==> src/rtl/motor_duty_ramp_pkg.sv <==
// Shared types and widths for the motor duty slew limiter / command watchdog.
package motor_duty_ramp_pkg;

    localparam int PERIOD_LENGTH = 16;

    typedef enum logic [1:0] {
        MDR_IDLE = 2'd0,
        MDR_RUN  = 2'd1,
        MDR_TRIP = 2'd2
    } mdr_state_e;

endpackage

==> src/rtl/motor_duty_ramp_slew_channel.sv <==
// One motor channel: live duty and target registers with a saturating
// per-tick step toward the target.
module duty_slew_channel #(
    parameter int DUTY_W = 16,
    parameter int STEP   = 16
) (
    input  logic              clk,
    input  logic              reset,
    input  logic              tick,
    input  logic              clr_duty,
    input  logic              clr_tgt,
    input  logic              wr_en,
    input  logic [DUTY_W-1:0] wr_duty,
    output logic [DUTY_W-1:0] duty,
    output logic              at_target
);

    localparam logic [DUTY_W:0] STEP_W = (DUTY_W+1)'(STEP);

    logic [DUTY_W-1:0] duty_q;
    logic [DUTY_W-1:0] tgt_q;
    logic [DUTY_W-1:0] duty_nxt;
    logic [DUTY_W:0]   up_sum;
    logic [DUTY_W:0]   dn_diff;

    // One extra bit so overshoot past full scale or below zero is visible.
    assign up_sum  = {1'b0, duty_q} + STEP_W;
    assign dn_diff = {1'b0, duty_q} - STEP_W;

    always_comb begin
        duty_nxt = duty_q;
        if (duty_q < tgt_q) begin
            if (up_sum > {1'b0, tgt_q})
                duty_nxt = tgt_q;
            else
                duty_nxt = up_sum[DUTY_W-1:0];
        end else if (duty_q > tgt_q) begin
            if (dn_diff[DUTY_W] || (dn_diff[DUTY_W-1:0] < tgt_q))
                duty_nxt = tgt_q;
            else
                duty_nxt = dn_diff[DUTY_W-1:0];
        end
    end

    always_ff @(posedge clk) begin
        if (!reset)
            duty_q <= '0;
        else if (clr_duty)
            duty_q <= '0;
        else if (tick)
            duty_q <= duty_nxt;
    end

    // A write landing on a tick cycle only affects the following tick.
    always_ff @(posedge clk) begin
        if (!reset)
            tgt_q <= '0;
        else if (clr_tgt)
            tgt_q <= '0;
        else if (wr_en)
            tgt_q <= wr_duty;
    end

    assign duty      = duty_q;
    assign at_target = (duty_q == tgt_q);

endmodule

==> src/rtl/motor_duty_ramp.sv <==
// Slew-rate limiter and command watchdog in front of the motor duty inputs.
// state | meaning
// IDLE  | no command since reset/trip, targets at 0
// RUN   | commands flowing, watchdog counting ticks
// TRIP  | timeout or estop, targets forced to 0, duties ramping down
module motor_duty_ramp
    import motor_duty_ramp_pkg::*;
#(
    parameter int NUM_CH       = 8,
    parameter int DUTY_W       = PERIOD_LENGTH,
    parameter int STEP         = 16,
    parameter int TICK_DIV     = 5000,
    parameter int WDOG_TIMEOUT = 1000
) (
    input  logic                     clk,
    input  logic                     reset,
    input  logic                     cmd_valid,
    input  logic [2:0]               cmd_ch,
    input  logic [DUTY_W-1:0]        cmd_duty,
    output logic                     cmd_ready,
    input  logic                     estop,
    output logic [NUM_CH*DUTY_W-1:0] duty_out,
    output logic [NUM_CH-1:0]        at_target,
    output logic                     tripped
);

    localparam int PW = (TICK_DIV > 1) ? $clog2(TICK_DIV) : 1;
    localparam int WW = (WDOG_TIMEOUT > 1) ? $clog2(WDOG_TIMEOUT + 1) : 1;

    mdr_state_e    state_q, state_d;
    logic [PW-1:0] presc_q;
    logic [WW-1:0] wdog_q;
    logic          tick;
    logic          accept;
    logic          in_range;
    logic          kick;
    logic          timeout;
    logic          all_zero;
    logic          clr_tgt;

    assign tick      = (presc_q == PW'(TICK_DIV - 1));
    assign cmd_ready = (state_q != MDR_TRIP) && !estop;
    assign tripped   = (state_q == MDR_TRIP);
    assign accept    = cmd_valid && cmd_ready;
    assign in_range  = (int'(cmd_ch) < NUM_CH);
    assign kick      = accept && in_range;
    assign timeout   = (state_q == MDR_RUN) && tick && (wdog_q == WW'(WDOG_TIMEOUT - 1));
    assign all_zero  = ~|duty_out;

    always_ff @(posedge clk) begin
        if (!reset)
            presc_q <= '0;
        else if (tick)
            presc_q <= '0;
        else
            presc_q <= presc_q + 1'b1;
    end

    // Held at zero outside RUN so entry into RUN always starts a fresh count.
    always_ff @(posedge clk) begin
        if (!reset)
            wdog_q <= '0;
        else if ((state_q != MDR_RUN) || estop || kick)
            wdog_q <= '0;
        else if (tick)
            wdog_q <= wdog_q + 1'b1;
    end

    always_ff @(posedge clk) begin
        if (!reset)
            state_q <= MDR_IDLE;
        else
            state_q <= state_d;
    end

    always_comb begin
        state_d = state_q;
        if (estop) begin
            state_d = MDR_TRIP;
        end else begin
            case (state_q)
                MDR_IDLE: if (kick) state_d = MDR_RUN;
                MDR_RUN:  if (timeout && !kick) state_d = MDR_TRIP;
                MDR_TRIP: if (all_zero) state_d = MDR_IDLE;
                default:  state_d = MDR_IDLE;
            endcase
        end
    end

    assign clr_tgt = estop || (state_q == MDR_TRIP) || (state_d == MDR_TRIP);

    for (genvar i = 0; i < NUM_CH; i++) begin : g_ch
        duty_slew_channel #(
            .DUTY_W (DUTY_W),
            .STEP   (STEP)
        ) u_ch (
            .clk       (clk),
            .reset     (reset),
            .tick      (tick),
            .clr_duty  (estop),
            .clr_tgt   (clr_tgt),
            .wr_en     (accept && (cmd_ch == 3'(i))),
            .wr_duty   (cmd_duty),
            .duty      (duty_out[i*DUTY_W +: DUTY_W]),
            .at_target (at_target[i])
        );
    end

endmodule

==> config.mk <==
export PLATFORM = sky130hd
export DESIGN_NAME = motor_duty_ramp
export DESIGN_NICKNAME = d
export VERILOG_FILES = /design/src/rtl/motor_duty_ramp_pkg.sv /design/src/rtl/motor_duty_ramp_slew_channel.sv /design/src/rtl/motor_duty_ramp.sv
export SDC_FILE = /design/constraint.sdc
export NUM_CORES = 1
export LEC_CHECK = 0
export ABC_CLOCK_PERIOD_IN_PS = 5200
export CORE_ASPECT_RATIO = 0.75
export CORE_MARGIN = 1
export CORE_UTILIZATION = 25
export CTS_BUF_LIST = sky130_fd_sc_hd__clkbuf_16
export CTS_CLUSTER_DIAMETER = 30
export DETAILED_ROUTE_END_ITERATION = 10
export GPL_TIMING_DRIVEN = 0
export HOLD_SLACK_MARGIN = 0.1
export SYNTH_ARGS = -nofsm -noshare
export SYNTH_HDL_FRONTEND = slang
export SYNTH_SLANG_ARGS = --single-unit
==> constraint.sdc <==
create_clock -name clk -period 5.2 [get_ports clk]
set_clock_uncertainty 0.2 [all_clocks]
set_input_delay 1.04 -clock clk [delete_from_list [all_inputs] [get_ports clk]]
set_output_delay 1.04 -clock clk [all_outputs]
set_load 0.05 [all_outputs]
Word level (Yosys, flattened, before mapping). Index checks and enable logic that the tools add are counted. W data, S select, Z words.

Bits in registers: 281. Bits of input ports: 23. Output and inout bits: 138. Logic and storage cells: 179.

Add/sub/neg operators: 18. $lt $le $gt $ge: 32. Eq/ne operators: 22. Muxes and demuxes: 37. Bitwise logic cells: 1. Reductions and logical operators: 50.

Operator list (count): $mux W16 (32); $lt A16 B16 Y1 (16); $add A16 B5 Y17 const B (8); $gt A17 B16 Y1 (8); $sub A16 B5 Y17 const B (8); $eq A16 B16 Y1 (8); $gt A16 B16 Y1 (8); $reduce_or A128 Y1 (1); $reduce_and A2 Y1 (8); $reduce_bool A2 Y1 (8); $add A13 B1 Y13 const B (1); $eq A13 B13 Y1 const B (1); $logic_and A1 B1 Y1 (13); $eq A3 B3 Y1 const B (4); $logic_or A1 B1 Y1 (12); $add A10 B1 Y10 const B (1); $eq A10 B10 Y1 const B (1); $mux W2 (4); $reduce_or A2 Y1 (4); $eq A3 B2 Y1 const B (2); $pmux W2 S3 (1); $eq A2 B2 Y1 const B (2); $eq A3 B1 Y1 const B (1); $logic_not A3 Y1 (1); 6 further kinds (7).

Logic depth before layout (Yosys ltp). Gate-level depths: netlist of run 1.

Depth in word-level cells: 11. Depth in mapped cells: 17. Mapped depth without buffers: 15.

Cells and area by module. From an unflattened synthesis of run 1, not the netlist that was laid out.

Cells, all modules: 2967. Area, all modules: 23961.7 µm².

By module, submodules not included: duty_slew_channel at g_ch[2].u_ch ... (instances 4, cells an instance 357, area an instance 2861.5 µm², seq. area each 640.6 µm²); duty_slew_channel at g_ch[0].u_ch ... (instances 2, cells an instance 335, area an instance 2740.1 µm², seq. area each 640.6 µm²); duty_slew_channel at g_ch[1].u_ch (instances 1, cells an instance 356, area an instance 2862.7 µm², seq. area each 640.6 µm²); duty_slew_channel at g_ch[7].u_ch (instances 1, cells an instance 331, area an instance 2713.9 µm², seq. area each 640.6 µm²); motor_duty_ramp (instances 1, cells an instance 182, area an instance 1458.9 µm², seq. area each 500.5 µm²).

Least setup slack after synthesis of run 1. Ideal clock, no wire load.

Path kind: reg-to-reg. From: reg g_ch[2].u_ch.duty_q[6]. To: reg g_ch[2].u_ch.duty_q[10]. Setup time: 0.136 ns. Arrival time: 3.725 ns. Required time: 4.864 ns. Setup slack: 1.139 ns. Stages on the path, launching flop included: 18. Cell sequence: dfxtp_1 -> clkbuf_1 -> nand3_1 -> nor2_1 -> nand2_1 -> nor3_1 -> nand3_1 -> xnor2_1 -> ha_1 -> and4_1 -> and3_1 -> a31oi_1 -> a311o_1 -> a311oi_4 -> nor2_4 -> buf_4 -> nand2_1 -> a31oi_1.

Cells in the longest elaborated chain, start to end: 6.

RTL lines: start, declared (line motor_duty_ramp_slew_channel.sv:20) `logic [DUTY_W-1:0] duty_q;`; start signal, assigned (line motor_duty_ramp_slew_channel.sv:51) `duty_q <= duty_nxt;`; $sub A16 B5 Y17 (line motor_duty_ramp_slew_channel.sv:28) `assign dn_diff = {1'b0, duty_q} - STEP_W;`; $lt A16 B16 Y1 (line motor_duty_ramp_slew_channel.sv:38) `if (dn_diff[DUTY_W] || (dn_diff[DUTY_W-1:0] < tgt_q))`; $logic_or A1 B1 Y1 (line motor_duty_ramp_slew_channel.sv:38); $mux W16 (line motor_duty_ramp_slew_channel.sv:38); $mux W16 (line motor_duty_ramp_slew_channel.sv:37) `end else if (duty_q > tgt_q) begin`; $mux W16 (line motor_duty_ramp_slew_channel.sv:32) `if (duty_q < tgt_q) begin`.

Several ways; a longest one is shown, not always the timed one. The select of a mux whose other input is x is not followed. A chain may end at the register's enable or synchronous reset.

Worst setup path after layout of run 1.
From: reg g_ch[6].u_ch.tgt_q[9]. To: out at_target[6].

Cells in the longest elaborated chain, start to end: 1.

RTL lines: start, declared (line motor_duty_ramp_slew_channel.sv:21) `logic [DUTY_W-1:0] tgt_q;`; start signal, assigned (line motor_duty_ramp_slew_channel.sv:61) `tgt_q <= wr_duty;`; $eq A16 B16 Y1 (line motor_duty_ramp_slew_channel.sv:65) `assign at_target = (duty_q == tgt_q);`; end, declared (line motor_duty_ramp.sv:23) `output logic [NUM_CH-1:0] at_target,`.

No other way between the ends.

==> metrics.md, run 1 <==
| Metric | Value |
|---|---|
| Sequential area share after synthesis | between 20 and 25% |
| Cell leakage power | between 10 and 15 nW |
| # IOs | roughly 160 |
| Status | completed |
| H-tree depth | 2 |
| Most frequent cell after synthesis | nand2_1 |
| Vias | approximately 23k |
| Setup-failing EPs final | 0 |
| Arrival @ worst endpoint | around 3.7 ns |
| Layout area overhead | 22.43% |
| Fmax achieved | 200.9 MHz |
| Resized cells post-CTS | 0 |
| Final max-slew violation count | 0 |
| Number of hold buffers added after CTS | 0 |
| Largest net degree at the start of global routing | 16 |
| Mapped Area | 22810 µm² |
| CTS Sinks | roughly 280 |
| Synth warnings | 0 |
| Sw Share | 27.01% |
| Core ar. | approximately 90000 µm² |
| Measured slew at the worst slew-check pin | around 1.3 ns |
| Period minus WS final | about 5.0 ns |
| Die height | 263.6 µm |
| DR iter-0 viols | 2626 |
| Synth cell count leaders | nand2_1, ha_1, dfxtp_1 |
| CTS tree | yes |
| Final Instance Area | ~28000 µm² |
| Initial antenna violation count | 10 |
| Reg clk slew, reported paths | around 0.06 ns |
| Avg Vias per Cell | between 5 and 6 |
| Mean Syn Cell Area | around 7.6 µm² |
| Root Buffer | clkbuf_16 |
| Vias in the first global route | around 21k |
| Placed cell area | around 26000 µm² |
| Final ANT Viol Nets | 0 |
| Worst Path Class, Setup | register to output port |
| Clk buf depth | 3 |
| Sw Pwr | between 1.5 and 2 mW |
| Gr usage total | 18.66% |
| Top-area cell type share of the netlist area | roughly a quarter |
| Min Hold Slack | ~0.25 ns |
| DR DRC count | 0 |
| Worst hold path type | register to register |
| Fin crit share | 95.71% |
| Dominant synthesized flop cell | dfxtp_1 |
| Post-synth EDFFs | 0 |
| Type of destination of the critical path | output port |
| Routed Wire Length | approximately 88000 µm |
| RSZ-0062 raised after global routing | no |
| WP data required | 3.96 ns |
| Post-Synthesis Cells | ~3.0k |
| Synthesis-stage register bit count | ~280 |
| Critical path peak fanout | 3 |
| DR WL/cell | between 15 and 20 µm |
| Proportion of layout cells with a drive suffix above 1 | slightly below 6% |
| Power Density | 232.5 nW/µm² |
| Gpl congestion | approximately 0.95 |
| Clk pwr share | between 60% and 70% |
| Post-synth net total | around 3.4k |
| Num CTS Buffers | 60 |
| Nets@finish | roughly 3.6k |
| Cell accounting for the most synthesized area | dfxtp_1 |
| TNS Setup | 0 ns |
| Grt ovf | 0 |
| Final HPWL DP | about 70000 µm |
| Initial Util | about a quarter |
| Rel. slew slack | between 15 and 20% |
| Synth top area cells | dfxtp_1, ha_1, nand2_1, a21oi_1, xor2_1 |
| Seq pwr share | roughly 33% |
| Library cells used by synthesis | 90 |
| Worst-Skew Late Latency | between 0.6 and 0.7 ns |
| Die width | roughly 350 µm |
| Internal cell power | ~4.7 mW |
| Number of failing hold endpoints at the final stage | 0 |
| Max-capacitance violation count | 0 |
| First-pass GRT wire length | between 100000 and 150000 µm |
| Comb power frac | under 10% |
| Drt pass-1 iters | 5 |
| Maximum vdd ir drop | 0.0002205 V |
| Ys async rst share | 0% |
| FP Rows | 95 |
| Die area | 92450 µm² |
| Setup bufs post-CTS | 0 |
| Setup crit start kind | register |
| Port Buffers | 144 |
-- critical path, cell delays in order, from the launching register on --
cell and delay (ns):
dfxtp_1 0.44, inv_1 0.14, ha_1 0.31, nand4_1 0.24
or3_1 0.45, nor3_1 0.52, buf_4 0.21, clkdlybuf4s50_1 0.79
-- worst paths after layout --
kind | from | endpoint | slack (ns) | cells past startpoint
worst max register to register | g_ch[2].u_ch.duty[6] | g_ch[2].u_ch.duty[8] | 0.38 | 15
worst min-delay path | presc_q[0] | presc_q[0] | 0.25 | 1
worst max-delay path | g_ch[6].u_ch.tgt_q[9] | at_target[6] | 0.22 | 7
worst min register to register | presc_q[0] | presc_q[0] | 0.25 | 1
-- cell families (layout without fill, tap and decap cells) --
family	count (synthesis)	after routing	share of synthesized area (%)
flops	281	281	24.67
simple gates	1148	1148	23.88
other cells	0	4	0
xor+xnor	172	172	6.605
mux	31	31	1.393
buf+inv	352	610	6.210
compound gates	676	676	18.71
fa+ha+maj	338	338	18.54
-- flip-flops by register name, summed over array words and instances (netlist names) --
signal,flops
g_ch.u_ch.duty,128
wdog_q,10
state_q,2
g_ch.u_ch.tgt_q,128
presc_q,13
-- placed cells by master (no fill, tap or decap), types with 21 or more instances in the layout --
master and instances:
a21o_1 21, a21oi_1 262, a31oi_1 32, a41oi_1 47, and3_1 38, buf_2 31
clkbuf_1 122, clkbuf_16 61, clkdlybuf4s50_1 144, dfxtp_1 281, ha_1 338, inv_1 180
mux2i_1 25, nand2_1 525, nand2b_1 58, nand3_1 127, nand4_1 72, nor2_1 149
nor3_1 52, nor4_1 28, o211ai_1 21, o21ai_0 150, xnor2_1 82, xor2_1 90
-- layout make-up --
cell class	count	area (µm²)
diodes	4	10.01
clock inverters	53	621.8
clock buffers	61	1526
fillers	9575	62060
repair buffers	144	1441
well taps	1212	1516
plain buffers	174	748.2
multi-input cells	2365	15770
inverters	178	668.1
flip-flops and latches	281	5625
-- layer usage --
metal  up-vias  GRT usage [%]  wire, µm
met3       119          6.062     10520
li1      11133              -         -
met4        10          4.119      1644
met1     10812          27.80     41950
met5         -          1.151       202
met2       970          25.24     34140
-- through the flow --
| stage | cells | setup slack, ns | total power, mW | util [%] |
|---|---|---|---|---|
| 2_1_floorplan | 2998 | 1.139 | 2.332 | - |
| 3_3_place_gp | 4354 | 0.5132 | 2.438 | 28.63 |
| 3_5_place_dp | 4354 | 0.5247 | 2.438 | 28.63 |
| 4_1_cts | 4468 | 0.2718 | 6.527 | 31.02 |
| 5_1_grt | 4472 | 0.08246 | 6.655 | 31.03 |
| 6_report | 4472 | 0.2232 | 6.491 | 31.03 |
-- power by group through the flow --
stage	clock network (mW)	logic [mW]	registers, mW
CTS	4.13	0.228	2.17
global placement	0	0.227	2.21
floorplan	0	0.122	2.21
finish	4.09	0.235	2.17
detailed placement	0	0.227	2.21
global route	4.25	0.244	2.17
Power figures use the tool's default switching activity.
==> run 2: changes to the inputs <==
--- a/config.mk
+++ b/config.mk
@@ -12,7 +12,6 @@
 export CTS_BUF_LIST = sky130_fd_sc_hd__clkbuf_16
 export CTS_CLUSTER_DIAMETER = 30
 export DETAILED_ROUTE_END_ITERATION = 10
-export GPL_TIMING_DRIVEN = 0
 export HOLD_SLACK_MARGIN = 0.1
 export SYNTH_ARGS = -nofsm -noshare
 export SYNTH_HDL_FRONTEND = slang
==> metrics.md, run 2 (synthesis results as in run 1) <==
| Metric | Value |
|---|---|
| # IOs | 161 (unchanged) |
| Resized cells post-CTS | 0 (unchanged) |
| R2R setup slack | 0.40 ns (was 0.38 ns) |
| Setup crit start kind | register (unchanged) |
| Crit path launch | g_ch[6].u_ch.tgt_q[15] (was g_ch[6].u_ch.tgt_q[9]) |
| CTS tree | yes (unchanged) |
| Grt ovf | 0 (unchanged) |
| Avg Vias per Cell | 5.118 (was 5.153) |
| Root Buffer | clkbuf_16 (unchanged) |
| Arrival @ worst endpoint | 3.60 ns (was 3.74 ns) |
| R2R cell count | 11 (was 15) |
| Comb power frac | 3.3% (was 3.6%) |
| Period minus WS final | 4.838 ns (was 4.977 ns) |
| Hold path startpoint | presc_q[0] (unchanged) |
| Final max-slew violation count | 0 (unchanged) |
| Initial antenna violation count | 5 (was 10) |
| Cell leakage power | 10.32 nW (was 10.22 nW) |
| Largest stage delay on the critical path | 0.92 ns (was 0.79 ns) |
| Largest net degree at the start of global routing | 76 (was 16) |
| Die height | 263.6 µm (unchanged) |
| Fin crit share | 93.04% (was 95.71%) |
| RSZ-0062 raised after global routing | no (unchanged) |
| R2r startpoint | g_ch[4].u_ch.duty[9] (was g_ch[2].u_ch.duty[6]) |
| TNS Setup | 0 ns (unchanged) |
| Reg clk slew, reported paths | 0.05 ns (was 0.06 ns) |
| Measured slew at the worst slew-check pin | 1.107 ns (was 1.263 ns) |
| Crit-path cells | inv_1 > ha_1 > nand4_1 > or3_1 > nor3_1 > clkdlybuf4s50_1 (was inv_1 > ha_1 > nand4_1 > or3_1 > nor3_1 > buf_4 > clkdlybuf4s50_1) |
| Setup ws final | 0.3621 ns (was 0.2232 ns) |
| Critical path peak fanout | 3 (unchanged) |
| Worst Hold Depth | 1 (unchanged) |
| Dpl ws | 0.4859 ns (was 0.5247 ns) |
| Worst hold path type | register to register (unchanged) |
| Number of failing hold endpoints at the final stage | 0 (unchanged) |
| DR WL/cell | 19.20 µm (was 19.78 µm) |
| Num CTS Buffers | 70 (was 60) |
| Die area | 92450 µm² (unchanged) |
| Die width | 350.8 µm (unchanged) |
| Final ANT Viol Nets | 0 (unchanged) |
| Sw Share | 24.37% (was 27.01%) |
| Setup bufs post-CTS | 0 (unchanged) |
| Maximum vdd ir drop | 0.0002017 V (was 0.0002205 V) |
| Core ar. | 89980 µm² (unchanged) |
| Layout area overhead | 22.72% (was 22.43%) |
| Worst Path Class, Setup | register to output port (unchanged) |
| Status | completed (unchanged) |
| Vias | 22.33k (was 23.04k) |
| WP data required | 3.96 ns (about the same) |
| Setup-failing EPs final | 0 (unchanged) |
| Fmax achieved | 206.7 MHz (was 200.9 MHz) |
| DR iter-0 viols | 1991 (was 2626) |
| CTS Sinks | 281 (unchanged) |
| Power Density | 247.2 nW/µm² (was 232.5 nW/µm²) |
| Type of destination of the critical path | output port (unchanged) |
| Proportion of layout cells with a drive suffix above 1 | 6.284% (was 5.774%) |
| Final HPWL DP | 63210 µm (was 68640 µm) |
| Vias in the first global route | 20.88k (was 21.10k) |
| Max-capacitance violation count | 0 (unchanged) |
| Initial Util | 25.35% (unchanged) |
| Gr usage total | 17.78% (was 18.66%) |
| Gpl congestion | 0.9584 (was 0.9504) |
| Worst-Skew Late Latency | 0.61 ns (was 0.64 ns) |
| H-tree depth | 3 (was 2) |
| DR DRC count | 0 (unchanged) |
| Clk buf depth | 3 (unchanged) |
| Hold EP | presc_q[0] (unchanged) |
| Rel. slew slack | 25.99% (was 15.80%) |
| Most common cell after layout, fill and taps aside | nand2_1 (unchanged) |
| Antenna Cells | 0 (was 4) |
| Number of hold buffers added after CTS | 0 (unchanged) |
| Total power | 6.919 mW (was 6.491 mW) |
| Reg2reg end | g_ch[4].u_ch.duty[0] (was g_ch[2].u_ch.duty[8]) |
| Fillers | 9539 (was 9575) |
| First-pass GRT wire length | 127400 µm (was 132200 µm) |
| Port Buffers | 160 (was 144) |
| Slowest cell on crit path | clkdlybuf4s50_1 (unchanged) |
| Drt pass-1 iters | 6 (was 5) |
| Internal cell power | 5.233 mW (was 4.738 mW) |
| Clk pwr share | 65.3% (was 63.0%) |
| Most frequent cells in the layout | nand2_1, ha_1, dfxtp_1, a21oi_1, inv_1 (unchanged) |
| FP Rows | 95 (unchanged) |
| Sw Pwr | 1.686 mW (was 1.753 mW) |
| Nets@finish | 3458 (was 3565) |
| Seq pwr share | 31.4% (was 33.4%) |
| Routed Wire Length | 83760 µm (was 88460 µm) |
-- run 2: cell types whose count changed in the layout (fill, tap and decap cells not counted), sizes merged --
cell / before / now
clkbuf: 183 / 71
inv: 204 / 189
clkinv: 14 / 25
buf: 52 / 41
clkdlybuf4s50: 144 / 160
diode: 4 / 0
clkinvlp: 7 / 9
bufinv: 6 / 10
-- run 2: power by group through the flow --
stage | Clock, mW | Sequential (mW) | Combinational (mW)
3_5_place_dp | 0 | 2.21 | 0.224
2_1_floorplan | 0 | 2.21 | 0.122
3_3_place_gp | 0 | 2.21 | 0.224
4_1_cts | 4.58 | 2.17 | 0.226
5_1_grt | 4.70 | 2.17 | 0.240
6_report | 4.52 | 2.17 | 0.228
-- run 2: metal layers --
layer	global-route usage (%)	part of all wire (%)
met2	24.67	40
met5	0	0.032
met1	26.25	48
met3	5.349	9.7
met4	4.225	2.0
-- run 2: area by class of cell --
| cell class | instances | area, µm² | area share [%] |
|---|---|---|---|
| Multi-Input combinational cell | 2365 | 15810 | 56.50 |
| Sequential cell | 281 | 5625 | 20.10 |
| Timing Repair Buffer | 201 | 1934 | 6.911 |
| Clock buffer | 71 | 1777 | 6.348 |
| Tap cell | 1212 | 1516 | 5.418 |
| Inverter | 178 | 668.1 | 2.387 |
| Clock inverter | 55 | 655.6 | 2.342 |
-- run 2: how the worst max path moves through the flow --
stage | to | slack (ns)
finish | at_target[6] | 0.36
global route | g_ch[4].u_ch.duty[3] | 0.29
CTS | at_target[6] | 0.43
detailed placement | g_ch[4].u_ch.duty[0] | 0.49
global placement | g_ch[4].u_ch.duty[0] | 0.53
floorplan | g_ch[2].u_ch.duty[10] | 1.14
-- run 2: worst max-delay path: cells and delay by family, from the launching register on --
| kind | cells | cell delay, ns |
|---|---|---|
| flops | 1 | 0.42 |
| fa+ha+maj | 1 | 0.32 |
| simple gates | 3 | 1.17 |
| buf+inv | 2 | 1.09 |
-- run 2: per-stage QoR --
stage	hold WS [ns]	area, µm²	util, %	cells
after global routing	0.2776	27990	31.11	4363
final	0.2498	27990	31.11	4363
after global placement	0.2301	25560	28.40	4237
after detailed placement	0.2400	25560	28.40	4237
after CTS	0.2459	27990	31.11	4363
after floorplan	0.2175	22810	-	2998
